### src/rtl/ddr3_write_arbiter.sv
`default_nettype none
// ============================================================================
// Module   : ddr3_write_arbiter
// Brief    : Burst-granular round-robin arbiter that shares one DDR3
//            Avalon-MM write port among NUM_REQ burst-writing masters.
//            The grant is held for a whole burst, so beats never interleave.
//            Optional statistics counters are built when the macro
//            DDR3_ARB_STATS_EN is defined.
// Revision : 1.0 - initial release
// ============================================================================
module ddr3_write_arbiter #(
    parameter int NUM_REQ = 2,   // number of requesters, 2..4
    parameter int ADDR_W  = 27,  // Avalon word address width
    parameter int DATA_W  = 256, // data beat width
    parameter int BC_W    = 8    // burstcount width
) (
    input  logic                      ddr3_clk,
    input  logic                      ddr3_clk_reset,
    input  logic [NUM_REQ*ADDR_W-1:0] req_address,
    input  logic [NUM_REQ*DATA_W-1:0] req_write_data,
    input  logic [NUM_REQ-1:0]        req_write,
    input  logic [NUM_REQ*BC_W-1:0]   req_burstcount,
    output logic [NUM_REQ-1:0]        req_waitrequest,
    output logic [ADDR_W-1:0]         ddr3_write_address,
    output logic [DATA_W-1:0]         ddr3_write_data,
    output logic                      ddr3_write,
    output logic [BC_W-1:0]           ddr3_burstcount,
    input  logic                      ddr3_waitrequest,
    output logic [1:0]                grant_index,
    output logic                      arb_busy
`ifdef DDR3_ARB_STATS_EN
    ,
    output logic [NUM_REQ*32-1:0]     arb_burst_count,
    output logic [31:0]               arb_stall_count
`endif
);

    // ------------------------------------------------------------------------
    // Constants
    // ------------------------------------------------------------------------
    localparam logic [0:0] c_ST_IDLE  = 1'b0;
    localparam logic [0:0] c_ST_BURST = 1'b1;

    // Per-requester slices are unpacked into 4-entry tables (the maximum
    // requester count) so that the 2-bit grant index addresses them exactly;
    // unused entries read as zero and never win arbitration.
    localparam int c_MAX_REQ = 4;

    // ------------------------------------------------------------------------
    // Registered state
    // ------------------------------------------------------------------------
    logic [0:0]      r_state;
    logic [1:0]      r_grant;
    logic [1:0]      r_last_grant;
    logic [BC_W-1:0] r_beats_left;

    // ------------------------------------------------------------------------
    // Combinational signals
    // ------------------------------------------------------------------------
    logic [ADDR_W-1:0] w_addr_arr [0:c_MAX_REQ-1];
    logic [DATA_W-1:0] w_data_arr [0:c_MAX_REQ-1];
    logic [BC_W-1:0]   w_bc_arr   [0:c_MAX_REQ-1];
    logic [c_MAX_REQ-1:0] w_wr_vec;

    logic [0:0]      w_state_nxt;
    logic [1:0]      w_grant_nxt;
    logic [1:0]      w_last_grant_nxt;
    logic [BC_W-1:0] w_beats_left_nxt;

    logic            w_found;
    logic [1:0]      w_pick;
    logic [1:0]      w_cand;
    logic [BC_W-1:0] w_pick_bc;
    logic            w_in_burst;
    logic            w_beat_acc;
    logic            w_burst_done;

    // ------------------------------------------------------------------------
    // Unpack the flat per-requester buses into indexable tables
    // ------------------------------------------------------------------------
    generate
        for (genvar gi = 0; gi < c_MAX_REQ; gi++) begin : g_slice
            if (gi < NUM_REQ) begin : g_live
                assign w_addr_arr[gi] = req_address[gi*ADDR_W +: ADDR_W];
                assign w_data_arr[gi] = req_write_data[gi*DATA_W +: DATA_W];
                assign w_bc_arr[gi]   = req_burstcount[gi*BC_W +: BC_W];
                assign w_wr_vec[gi]   = req_write[gi];
            end else begin : g_pad
                assign w_addr_arr[gi] = '0;
                assign w_data_arr[gi] = '0;
                assign w_bc_arr[gi]   = '0;
                assign w_wr_vec[gi]   = 1'b0;
            end
        end
    endgenerate

    assign w_in_burst   = (r_state == c_ST_BURST);
    assign w_beat_acc   = w_in_burst && ddr3_write && !ddr3_waitrequest;
    // A burst whose final beat is accepted this cycle; beats_left can only be
    // zero in the burst state after a corrupted load, so treat it like one.
    assign w_burst_done = w_beat_acc && (r_beats_left <= BC_W'(1));

    // Round-robin search starting one past the last granted requester
    always_comb begin
        w_found = 1'b0;
        w_pick  = r_last_grant;
        w_cand  = '0;
        for (int k = 1; k <= NUM_REQ; k++) begin
            w_cand = 2'((int'(r_last_grant) + k) % NUM_REQ);
            if (!w_found && w_wr_vec[w_cand]) begin
                w_found = 1'b1;
                w_pick  = w_cand;
            end
        end
    end

    // A burstcount of zero is served as a single beat
    assign w_pick_bc = (w_bc_arr[w_pick] == '0) ? BC_W'(1) : w_bc_arr[w_pick];

    // Next-state logic: grant in idle, count accepted beats in burst
    always_comb begin
        w_state_nxt      = r_state;
        w_grant_nxt      = r_grant;
        w_last_grant_nxt = r_last_grant;
        w_beats_left_nxt = r_beats_left;
        case (r_state)
            c_ST_IDLE: begin
                if (w_found) begin
                    w_state_nxt      = c_ST_BURST;
                    w_grant_nxt      = w_pick;
                    w_beats_left_nxt = w_pick_bc;
                end
            end
            c_ST_BURST: begin
                if (w_beat_acc) begin
                    w_beats_left_nxt = r_beats_left - BC_W'(1);
                end
                if (w_burst_done) begin
                    w_state_nxt      = c_ST_IDLE;
                    w_last_grant_nxt = r_grant;
                end
            end
            default: begin
                w_state_nxt = c_ST_IDLE;
            end
        endcase
    end

    // State register; last_grant resets to the top requester so 0 wins first
    always_ff @(posedge ddr3_clk) begin
        if (ddr3_clk_reset) begin
            r_state      <= c_ST_IDLE;
            r_grant      <= '0;
            r_last_grant <= 2'(NUM_REQ - 1);
            r_beats_left <= '0;
        end else begin
            r_state      <= w_state_nxt;
            r_grant      <= w_grant_nxt;
            r_last_grant <= w_last_grant_nxt;
            r_beats_left <= w_beats_left_nxt;
        end
    end

    // Controller-side mux: only the granted requester is forwarded in a burst
    always_comb begin
        ddr3_write         = 1'b0;
        ddr3_write_address = '0;
        ddr3_write_data    = '0;
        ddr3_burstcount    = '0;
        if (w_in_burst) begin
            ddr3_write         = w_wr_vec[r_grant];
            ddr3_write_address = w_addr_arr[r_grant];
            ddr3_write_data    = w_data_arr[r_grant];
            ddr3_burstcount    = w_bc_arr[r_grant];
        end
    end

    // Requester-side waitrequest: the owner sees the controller, others stall
    generate
        for (genvar gi = 0; gi < NUM_REQ; gi++) begin : g_waitreq
            assign req_waitrequest[gi] = (w_in_burst && (r_grant == 2'(gi)))
                                         ? ddr3_waitrequest : 1'b1;
        end
    endgenerate

    assign grant_index = r_grant;
    assign arb_busy    = w_in_burst;

`ifdef DDR3_ARB_STATS_EN
    // ------------------------------------------------------------------------
    // Statistics: completed bursts per requester and controller stall cycles
    // ------------------------------------------------------------------------
    logic [31:0] r_stall_cnt;

    generate
        for (genvar gi = 0; gi < NUM_REQ; gi++) begin : g_burst_cnt
            logic [31:0] r_cnt;

            // Count bursts completed by this requester
            always_ff @(posedge ddr3_clk) begin
                if (ddr3_clk_reset) begin
                    r_cnt <= '0;
                end else if (w_burst_done && (r_grant == 2'(gi))) begin
                    r_cnt <= r_cnt + 32'd1;
                end
            end

            assign arb_burst_count[gi*32 +: 32] = r_cnt;
        end
    endgenerate

    // Count cycles where a forwarded beat is held off by the controller
    always_ff @(posedge ddr3_clk) begin
        if (ddr3_clk_reset) begin
            r_stall_cnt <= '0;
        end else if (w_in_burst && ddr3_write && ddr3_waitrequest) begin
            r_stall_cnt <= r_stall_cnt + 32'd1;
        end
    end

    assign arb_stall_count = r_stall_cnt;
`endif

endmodule
`default_nettype wire

### config.mk
export PLATFORM = sky130hd
export DESIGN_NAME = ddr3_write_arbiter
export DESIGN_NICKNAME = d
export VERILOG_FILES = /design/src/rtl/ddr3_write_arbiter.sv
export SDC_FILE = /design/constraint.sdc
export NUM_CORES = 1
export LEC_CHECK = 0
export BUFFER_PORTS_ARGS = -buffer_cell sky130_fd_sc_hd__buf_2
export CAP_MARGIN = 0
export CORE_AREA = 2 2 344 346
export CTS_CLUSTER_DIAMETER = 200
export DETAILED_ROUTE_END_ITERATION = 8
export DIE_AREA = 0 0 346 348
export PLACE_DENSITY = 0.3
export SETUP_SLACK_MARGIN = 0.02
export SYNTH_ARGS = -nofsm -noshare
export SYNTH_HDL_FRONTEND = slang
export SYNTH_SLANG_ARGS = --single-unit
### constraint.sdc
create_clock -name ddr3_clk -period 1.5 [get_ports ddr3_clk]
set_input_delay 0.15 -clock ddr3_clk [delete_from_list [all_inputs] [get_ports ddr3_clk]]
set_output_delay 0.15 -clock ddr3_clk [all_outputs]
set_load 0.1 [all_outputs]
==> reports/results.txt, run 1 <==
The average via count per standard cell was 3.007. The run gives 0.24 ns as the clock latency on the worst-skew pair. The number of nets produced by synthesis was 1341; the final setup violation count was 306.

Entering global routing, the biggest net connects 33 pins. Detailed routing placed a total of 9.003 mm of wire on met3. The synthesized design spends more area on one cell type than any other, namely sky130_fd_sc_hd__mux2i_1. The critical register-to-register path startpoint was grant_index[0]. Ranked by total cell area, the synthesized netlist is headed by sky130_fd_sc_hd__mux2i_1 58%, sky130_fd_sc_hd__nor2_1 22%, sky130_fd_sc_hd__dfxtp_1 5.1%. Of all nets on the critical path, the largest fanout is 6. The run gives 13 as the clock sink count. The fraction of registers with async set/reset is 0%. The analysis attributes to cell leakage a power of 0.008329 uW.

The prevailing post-synth register cell was sky130_fd_sc_hd__dfxtp_1. IR analysis of the VDD net gives a maximum drop of 0.4121 mV. The row count was 126; the number of enable-type register cells in the synthesized netlist was 0.

After clock tree synthesis, the clock-pin slew on the worst setup and hold paths is 0.05 ns. In this run the tightest slew margin relative to its limit is 69.44%. At the pin with the least slew margin, the transition time is 0.4545 ns. Clock tree synthesis inserted a total of 3 buffers. The tools report the global-route wire length before repair as 95.34 mm. The netlist area before placement is 0.005119 sq mm, and the horizontal extent of the die is 346 microns.

Summed over all nets, wire length on met2 after detailed routing comes to 35.75 mm. In this run the deepest clock path goes through 2 buffers. The worst setup path is launched from a flip-flop. The number of I/O port buffers is 883. Including well taps, the total number of placed cells is 3254. The mean cell area of the mapped netlist was 6.807 sq um; the H-tree depth reported by CTS was 1. For the final worst setup slack, the log shows -0.4475 ns.

During synthesis, Yosys emitted a total of 0 warnings. TritonCTS built the clock tree. Dividing the detail-routed wire length by the instance count gives 22.83 microns.

The worst path uses 129.8% of the clock period. The total overflow left after global routing is 0. The core footprint came out at 0.1170 sq mm. The run finished, with violations left. Pin placement for this block handled 884 I/O pins.

The congestion estimate from routability-driven global placement came to 0.8195. STA classifies the critical path endpoint as a primary output. Setup repair after global routing could not meet its margin everywhere. In the final design database the tool counted 2354 nets. Buffers inserted to repair hold after CTS numbered 0.

The tools report the DRC violations left as 0. The root buffer cell chosen for the clock tree is sky130_fd_sc_hd__clkbuf_16. The share of the Yosys chip area taken by registers is 5.084%.

The worst setup path is of the flip-flop to primary output kind. The met1 wire length is 29.77 mm. The overall routing resource usage is 11.71%. In this run the most critical hold path is launched from req_write[1]. The post-route netlist has 89.85% of its cells at a drive strength greater than 1. The run gives 0 as the count of final max-slew check failures. The number of non-filler instances in the completed layout was 3326; the final number of hold-violating endpoints was 0. The final reports fail on negative setup slack. The detailed router placed 10.00k vias in this run.

The final period demand of the worst path came out at 1.947 ns. Power per cell area: 679.9 mW/mm^2. The synthesized instance count is 752, and the via count of the first global-routing pass is 10.26k. The final layout contains routed wiring with a total length of 75.94 mm. Once detail routing completed, the nets flagged for antenna violations numbered 0.

The die height is 348 microns. The finished cells cover 0.02207 sq mm. The detailed router used layers up to and including met5.

The class of the tightest hold or removal check is input pin to flip-flop. Based on the critical path, the design can be clocked at up to 0.5135 GHz. The detailed router finished its first iteration with 330 violations. After layout, the design draws a total of 15000 uW.

The die covers 0.1204 sq mm. The run gives 1.35 ns as the required time of the critical path. Share of the synthesized area in the top cell type: 58.47%. The number of max-cap violations is 0. The critical path starts at grant_index[0].

In this run, distinct cell masters in the synthesized netlist total 34. Clock skew on the completed layout was measured at 0.0009809 ns. The tools report the initial antenna violation count as 71. The tools report the arrival time reported for the critical path endpoint as 1.80 ns. The effective utilization at floorplan was 4.376%; the signed area change from the synthesized netlist to the final layout was 331.2%.

The instance area at placement was 0.01869 sq mm; the length of the first detailed-routing pass in iterations was 4. Detailed placement ended at an HPWL of 68.26 mm. The flip-flop and latch count after synthesis was 13.
## logic make-up after synthesis
family          count (synthesis)  share of synthesized area (%)
fa+ha+maj                       2                         0.4888
flops                          13                          5.084
buf+inv                        74                          6.233
compound gates                 28                          3.789
simple gates                  336                          25.94
mux                           299                          58.47
## stage by stage
stage / TNS [ns] / utilization, % / hold slack [ns] / setup WS, ns
2_1_floorplan: -174.70 / - / 0.3016 / -1.198
3_3_place_gp: -35.01 / 15.98 / 0.4749 / -0.4045
3_5_place_dp: -36.69 / 15.98 / 0.4651 / -0.4009
4_1_cts: -115.39 / 17.36 / 0.2197 / -0.4824
5_1_grt: -120.00 / 18.83 / 0.2265 / -0.5101
6_report: -97.61 / 18.87 / 0.2191 / -0.4475
## worst paths after layout
kind	end	slack (ns)	cells after the start
worst min register to register	r_beats_left[6]	0.48	2
worst max register to register	grant_index[0]	-0.26	8
worst min-delay path	grant_index[0]	0.22	3
worst max-delay path	ddr3_write_data[237]	-0.45	7
## sequential cells by signal, summed over array words and instances (netlist names)
| register | flops |
|---|---|
| r_beats_left | 8 |
| grant_index | 2 |
| r_last_grant | 2 |
| arb_busy | 1 |
## per-layer routing
metal | vias up | track usage (%)
li1 | 4693 | -
met1 | 4646 | 14.00
met2 | 559 | 18.92
met3 | 90 | 5.590
met4 | 14 | 2.567
met5 | - | 0
## worst max-delay path, stage by stage, from the launching register on
cell and delay (ns):
sky130_fd_sc_hd__dfxtp_4 0.43, sky130_fd_sc_hd__buf_12 0.15, sky130_fd_sc_hd__buf_12 0.15, sky130_fd_sc_hd__buf_16 0.15
sky130_fd_sc_hd__mux2i_4 0.31, sky130_fd_sc_hd__buf_6 0.14, sky130_fd_sc_hd__nor2_4 0.03, sky130_fd_sc_hd__buf_12 0.17
## area by class of cell
class                           instances  area (sq um)
Inverter                                4         20.02
Antenna cell                           26         65.06
Fill cell                           12907         94910
Multi-Input combinational cell        665          8312
Sequential cell                        13         271.5
Tap cell                             1536          1922
Clock buffer                            4         78.83
Timing Repair Buffer                 1078         11400
## timing repair
action                                  4_1_cts  5_1_grt
gates cloned                                  5       13
setup buffers                                11       24
endpoints found under the setup margin      305      307
resized for setup                           252      234
pin swaps                                     4       21
## where the power goes
group,internal (uW),leakage (uW),switching (uW),total [uW]
Combinational,5540,0.00818,8530,14100
Clock,359,0.0000383,153,512
Sequential,383,0.000109,37.5,421
Total,6280,0.00833,8720,15000
## layout by cell type, fill, tap and decap left out, drive strengths merged, types with 3 or more instances in the layout
| master | count |
|---|---|
| o32a | 4 |
| clkbuf | 16 |
| dfxtp | 13 |
| diode | 26 |
| nor2 | 300 |
| nand2 | 14 |
| nor3 | 5 |
| o22ai | 3 |
| nand3b | 3 |
| o21ai | 9 |
| buf | 1064 |
| a21oi | 3 |
| mux2i | 299 |
## synth_stat cells, types with 2 or more instances
cell type,instances
sky130_fd_sc_hd__clkbuf_1,37
sky130_fd_sc_hd__nor2_1,300
sky130_fd_sc_hd__o21a_1,2
sky130_fd_sc_hd__o22ai_1,3
sky130_fd_sc_hd__nand2b_1,2
sky130_fd_sc_hd__nor3_1,5
sky130_fd_sc_hd__inv_1,3
sky130_fd_sc_hd__nand3b_1,3
sky130_fd_sc_hd__nand3_1,2
sky130_fd_sc_hd__buf_2,33
sky130_fd_sc_hd__a21oi_1,3
sky130_fd_sc_hd__mux2i_1,299
sky130_fd_sc_hd__o32a_1,4
sky130_fd_sc_hd__nand2_1,14
sky130_fd_sc_hd__dfxtp_1,13
sky130_fd_sc_hd__o21ai_0,9
sky130_fd_sc_hd__nor4_1,2
sky130_fd_sc_hd__ha_1,2
Note: power is estimated with default switching activity, not from simulation.
==> run 2, diff against run 1 <==
CELL_PAD_IN_SITES_DETAIL_PLACEMENT = 1   (was not set)
CELL_PAD_IN_SITES_GLOBAL_PLACEMENT = 2   (was not set)
CORE_AREA = 2 2 346 348   (was 2 2 344 346)
DIE_AREA = 0 0 348 350   (was 0 0 346 348)
PLACE_DENSITY = 0.43   (was 0.3)
==> reports/results.txt, run 2 (synthesized netlist as in run 1, its figures left out) <==
The run finished, with violations left. The final reports fail on negative setup slack. The post-route antenna net violation count was 0 (unchanged).

Setup repair after global routing could not meet its margin everywhere. By instance count, the cell type seen most on the critical path is sky130_fd_sc_hd__buf_16. In this run the critical register-to-register path is launched from grant_index[0]. The tools report the clock buffer count from CTS as 3 (unchanged). Walking the worst path, the cells encountered are buf_16 -> buf_16 -> mux2i_4 -> nor2_4 -> buf_12.

The tools report the first-iteration detailed-routing DRC count as 308 (-6.7%). The length of the first detailed-routing pass in iterations was 4 (unchanged). The startpoint type of the worst setup path was a flip-flop.

The root buffer cell chosen for the clock tree is sky130_fd_sc_hd__clkbuf_16. The logs give 79 (+11%) for the initial antenna violation count and 4.346% (-0.029 points) for the effective utilization at floorplan. The die height was 350 microns (+0.57%); the part of the cycle the worst path needs was 125.1% (-4.7 points). The count of final max-slew check failures came out at 0 (unchanged). The via count of the first global-routing pass came out at 11.05k (+7.7%). The class of the tightest hold or removal check was input pin to flip-flop.

The tightest slew margin relative to the limit was 73.28% (+3.8 points). The logs give 0.008671 ns (+0.007691 ns) for the final setup skew and 14580 uW (-2.8%) for the total power after layout. The number of buffers on the longest clock path came out at 2 (unchanged). Ranked by flip-flop count, first place goes to r_beats_left. The arrival time reported for the critical path endpoint came out at 1.73 ns (-0.07 ns). The tools report the required time of the critical path as 1.35 ns (about the same).

Most common cell after layout, fill and taps aside: sky130_fd_sc_hd__buf_2. The slowest stage of the critical path is the sky130_fd_sc_hd__dfxtp_4 cell. The top cell types in the final layout, fill and taps aside, are 586 x sky130_fd_sc_hd__buf_2, 319 x sky130_fd_sc_hd__buf_12, 223 x sky130_fd_sc_hd__nor2_4. TritonCTS built the clock tree. The clock slew at the register clock pins of the worst setup and hold paths came out at 0.04 ns (about the same). For the final estimated routing congestion in global placement, the log shows 0.9113 (+11%). The maximum number of pins on one net before global-route repair is 31 (-6.1%), and the clock latency on the worst-skew pair is 0.24 ns (about the same). From synthesis to final layout, the design area changed by 312.7%. The DRC violations left is 0 (unchanged), and the core footprint is 0.1178 sq mm (+0.67%).

The logs give 0.5327 GHz (+3.8%) for the highest clock frequency the design can meet and 100.1 mm (+4.9%) for the global-route wire length before repair. Type of element capturing the critical path: a primary output. The largest fanout on the critical path is 17 (+11), and the average via count per standard cell is 3.122 (+3.8%). The overflow left after global routing was 0 (unchanged). The largest incremental delay on the critical path is 0.40 ns (-0.03 ns). The final period demand of the worst path is 1.877 ns (-0.07041 ns). The tools report the row count as 126 (unchanged). The number of vias after detailed routing came out at 10.25k (+2.5%). The critical path startpoint was grant_index[0].

The share of cells above drive strength 1 is 88.45% (-1.4 points), and the number of flip-flops in the largest register is 8 (unchanged). The run gives 0.1218 sq mm (+1.2%) as the die area. The final number of hold-violating endpoints was 0 (unchanged); the post-layout net count was 2330 (-1.0%). The run gives 13 (unchanged) as the clock sink count. The final setup violation count is 305 (-0.33%), and the final worst setup slack is -0.3771 ns (+0.07041 ns). The cell leakage power was 0.008121 uW (-2.5%); the overall routing resource usage was 11.84% (+0.13 points). The number of I/O port buffers is 883 (unchanged), and the routed length per placed instance is 23.66 microns (+3.6%). The run gives 0.3632 mV (-12%) as the maximum ir drop on the vdd rail. The power per cell area is 690.2 mW/mm^2 (+1.5%). The horizontal extent of the die is 348 microns (+0.58%), and the total half-perimeter wirelength after legalization and detailed placement is 70.10 mm (+2.7%).

The count of boundary I/O pins was 884 (unchanged). The total wire length is 77.70 mm (+2.3%), and the pre-CTS worst setup slack is -0.3699 ns (+0.03105 ns). The pin slew with the least headroom to its limit was 0.3974 ns (-0.05718 ns); the number of max-cap violations was 0 (unchanged). The critical path is of the flip-flop to primary output type. The H-tree depth reported by CTS is 1 (unchanged). The hold path startpoint was req_write[1].
==> run 2: cell count changes in the layout (fill, tap and decap cells not counted), moves of 3 or more <==
cell,previous run,this run
sky130_fd_sc_hd__mux2i_4,135,77
sky130_fd_sc_hd__mux2i_1,79,108
sky130_fd_sc_hd__mux2i_2,85,114
sky130_fd_sc_hd__diode_2,26,8
sky130_fd_sc_hd__nor2_4,210,223
sky130_fd_sc_hd__buf_12,329,319
sky130_fd_sc_hd__nor2_1,33,26
sky130_fd_sc_hd__nor2_2,57,51
sky130_fd_sc_hd__buf_4,97,92
sky130_fd_sc_hd__clkbuf_16,15,10
sky130_fd_sc_hd__buf_16,11,14
sky130_fd_sc_hd__buf_6,32,29
sky130_fd_sc_hd__buf_8,8,5
==> run 2: metrics by stage <==
stage	area [sq um]	util (%)	hold WS [ns]	instances	TNS [ns]
after detailed placement	18500	15.71	0.4665	3241	-19.54
final	21130	17.94	0.2370	3284	-83.20
after floorplan	6914	-	0.3016	752	-174.70
after CTS	20130	17.09	0.2319	3262	-91.95
after global placement	18500	15.71	0.4718	3241	-17.13
after global routing	21110	17.92	0.2562	3277	-102.56
==> run 2: critical path: cells and delay by family, from the launching register on <==
family / cells / cell delay (ns)
buffers and inverters: 3 / 0.59
muxes: 1 / 0.36
DFF: 1 / 0.40
and+or+nand+nor: 1 / 0.06
==> run 2: what timing repair did <==
| item | CTS | global route |
|---|---|---|
| gates cloned | 6 | 8 |
| pin swaps | 21 | 9 |
| setup endpoints to repair | 305 | 307 |
| resized for setup | 270 | 149 |
| hold buffers | 0 | 0 |
| setup buffers | 12 | 8 |
==> run 2: layout make-up <==
cell class	count	area, sq um
sequential	13	274.0
fill	13512	96640
multi-input combinational	665	7777
inverter	4	16.27
antenna	8	20.02
clock buffer	4	78.83
tap	1536	1922
timing repair buffer	1054	11040
==> run 2: final timing paths <==
check,endpoint,slack [ns],cells after the start
worst max-delay path,ddr3_write_data[166],-0.38,5
worst min register to register,r_last_grant[0],0.50,1
worst max register to register,r_last_grant[0],-0.18,6
worst min-delay path,grant_index[0],0.24,3
==> run 2: power by group <==
part | switching, uW | internal [uW]
Clock | 147 | 359
Combinational | 8350 | 5300
Sequential | 35.5 | 385
==> run 2: metal layers <==
layer  wire [microns]  track usage [%]
met5              122                0
met4             1357           0.6008
met3             6704            3.700
met2            37330            20.67
met1            32190            14.84
==> run 3, diff against run 2 <==
REMOVE_ABC_BUFFERS = 1   (was not set)
==> reports/results.txt, run 3 (synthesized netlist as in run 1, its figures left out) <==
The flow ran to the end, but the final reports show violations. The checks that failed: negative setup slack. The tools report the number of inserted filler cells in the final layout as 13.61k (+0.75%). The hold path startpoint was req_write[1]. Total wire length: 83.48 mm (+7.4%).

The largest fanout on the critical path came out at 6 (-11). The final number of hold-violating endpoints is 0 (unchanged), and the required time of the critical path is 1.35 ns (about the same). The horizontal extent of the die came out at 348 microns (unchanged). H-tree depth reported by CTS: 1 (unchanged).

The buffering stage count on the worst path with inverters included came out at 5 (+2). For the die area, the log shows 0.1218 sq mm (unchanged). The first-iteration detailed-routing DRC count is 306 (-0.65%), and the count of boundary I/O pins is 884 (unchanged). In the layout the commonest cells are 586 x sky130_fd_sc_hd__buf_2, 334 x sky130_fd_sc_hd__buf_12, 167 x sky130_fd_sc_hd__nor2_2. The register name with the most flops is r_beats_left. Clock root buffer: sky130_fd_sc_hd__clkbuf_16. Number of vias after detailed routing: 10.06k (-1.9%). For the flop-to-flop setup slack, the log shows -0.22 ns (-0.04 ns). The worst setup path is launched from a flip-flop. The area of all sequential standard cells was 267.8 sq um (-2.3%). For the clock sink count, the log shows 13 (unchanged).

The DRC violations left came out at 0 (unchanged). The critical path goes through buf_12 -> buf_12 -> buf_16 -> buf_6 -> mux2i_4 -> nor2_2 -> buf_12. Compared with the post-synthesis result, the final layout area differs by 306.4%. STA classifies the critical path endpoint as a primary output. The critical path is of the flip-flop to primary output type. Highest clock frequency the design can meet: 0.5282 GHz (-0.85%). The via count of the first global-routing pass was 10.56k (-4.4%); the multi-input combinational cell area was 0.007084 sq mm (-8.9%). The logs give 0.2754 mV (-24%) for the maximum ir drop on the vdd rail and 2348 (+0.77%) for the post-layout net count. The core footprint was 0.1178 sq mm (unchanged). The tools report the overall routing resource usage as 12.87% (+1.0 points). Leaving out fill and tap cells, the most frequent cell in the layout is sky130_fd_sc_hd__buf_2. For the total of hold buffers inserted after clock tree synthesis, the log shows 0 (unchanged).

The number of buffers on the longest clock path came out at 2 (unchanged). The final setup violation count was 307 (+0.66%). The power per cell area works out to 686.1 mW/mm^2 (-0.60%). The length of the first detailed-routing pass in iterations came out at 4 (unchanged). The number of I/O port buffers is 883 (unchanged), and the clock latency on the worst-skew pair is 0.24 ns (about the same). The cell with the biggest individual delay on the critical path was sky130_fd_sc_hd__dfxtp_4. The row count was 126 (unchanged); the routed length per placed instance was 25.27 microns (+6.8%).

The pin slew with the least headroom to its limit was 0.2820 ns (-0.1154 ns). In this run the critical register-to-register path is launched from grant_index[0]. The logs give 1.74 ns (about the same) for the arrival time reported for the critical path endpoint and 0.008135 uW (+0.17%) for the cell leakage power.

Setup repair after global routing could not meet its margin everywhere. The part of the cycle the worst path needs came out at 126.2% (+1.1 points). The final estimated routing congestion in global placement came out at 0.8219 (-9.8%).

The global-route wire length before repair came out at 104.8 mm (+4.7%). The class of the tightest hold or removal check is input pin to flip-flop. The final worst setup slack came out at -0.3932 ns (-0.01609 ns).

In this run the critical register-to-register path is captured at r_last_grant[0]. TritonCTS built the clock tree. The end-of-flow core utilization is 17.67% (-0.27 points). The clock slew at the register clock pins of the worst setup and hold paths was 0.05 ns (about the same); the tightest slew margin relative to the limit was 80.66% (+7.4 points). The overflow left after global routing is 0 (unchanged), and the die height is 350 microns (unchanged). The number of gates on the worst path with buffers counted is 7 (+2), and the clock buffer count from CTS is 3 (unchanged). The tools report the effective utilization at floorplan as 4.346% (unchanged). The post-route antenna net violation count was 0 (unchanged); the final setup skew was 0.001330 ns (-0.007341 ns). The worst reg2reg path depth was 6 (unchanged). Counting stages on the worst path, the most repeated cell is sky130_fd_sc_hd__buf_12. The logs give 87 (+10%) for the initial antenna violation count and 14270 uW (-2.1%) for the total power after layout. The number of max-cap violations is 0 (unchanged). The critical path starts at grant_index[0]. The share of cells above drive strength 1 came out at 85.72% (-2.7 points). In this run the worst setup path terminates at ddr3_write_data[154]. The summed negative setup slack over all endpoints was -89.61 ns (-6.411 ns); the final period demand of the worst path was 1.893 ns (+0.01609 ns). The largest incremental delay on the critical path is 0.44 ns (+0.04 ns).

The total half-perimeter wirelength after legalization and detailed placement was 75.31 mm (+7.4%); the number of flip-flops in the largest register was 8 (unchanged). The count of final max-slew check failures is 0 (unchanged), and the maximum number of pins on one net before global-route repair is 31 (unchanged). The average via count per standard cell is 3.046 (-2.4%). In this design, the largest share of critical-path delay is due to buffers and inverters.
## run 3: cell count changes in the layout (fill, tap and decap cells not counted), sizes merged
cell and delta:
buf +17, bufbuf -1, clkbuf +2, clkinvlp +1, diode +1, inv -1
## run 3: worst min path at each step
| stage | depth (start not counted) | slack (ns) | end |
|---|---|---|---|
| after floorplan | 1 | 0.22 | grant_index[0] |
| after global placement | 3 | 0.47 | grant_index[0] |
| after detailed placement | 3 | 0.47 | grant_index[0] |
| after CTS | 3 | 0.23 | grant_index[0] |
| after global routing | 3 | 0.25 | grant_index[0] |
| final | 3 | 0.23 | grant_index[0] |
## run 3: layout make-up
type                    instances  share of cell area (%)
clock buffers                   4                  0.3789
well taps                    1536                   9.238
flip-flops and latches         13                   1.287
diodes                          9                  0.1083
repair buffers               1072                   54.84
multi-input cells             665                   34.05
inverters                       4                 0.09021
## run 3: metal layers
| metal | track usage [%] | vias up | share of wire [%] |
|---|---|---|---|
| li1 | - | 4626 | - |
| met1 | 16.03 | 4673 | 41 |
| met2 | 22.84 | 606 | 50 |
| met3 | 3.795 | 138 | 8.2 |
| met4 | 0.5654 | 18 | 1.1 |
| met5 | 0 | - | 0.15 |
## run 3: power by group
group | switching (uW) | internal (uW)
Clock | 158 | 360
Sequential | 35.7 | 387
Combinational | 8100 | 5240
## run 3: repair_timing
item	in CTS	in global routing
pin swaps	31	44
cloned	10	9
setup endpoints to repair	306	307
resized for setup	327	379
setup buffers	27	17
## run 3: stage by stage
step	setup WS (ns)	std cells	hold slack [ns]	area [sq um]
after floorplan	-13.57	682	0.2191	4815
after global placement	-0.3608	3243	0.4743	17010
after detailed placement	-0.3756	3243	0.4732	17010
after CTS	-0.4141	3278	0.2315	18900
after global routing	-0.4633	3297	0.2547	20790
final	-0.3932	3303	0.2324	20800
## run 3: worst register-to-register path, stage by stage, from the launching register on
cell,delay (ns)
sky130_fd_sc_hd__dfxtp_4,0.40
sky130_fd_sc_hd__buf_4,0.16
sky130_fd_sc_hd__mux2i_4,0.19
sky130_fd_sc_hd__o32ai_2,0.21
sky130_fd_sc_hd__buf_4,0.18
sky130_fd_sc_hd__nand4_1,0.18
sky130_fd_sc_hd__a211o_1,0.29
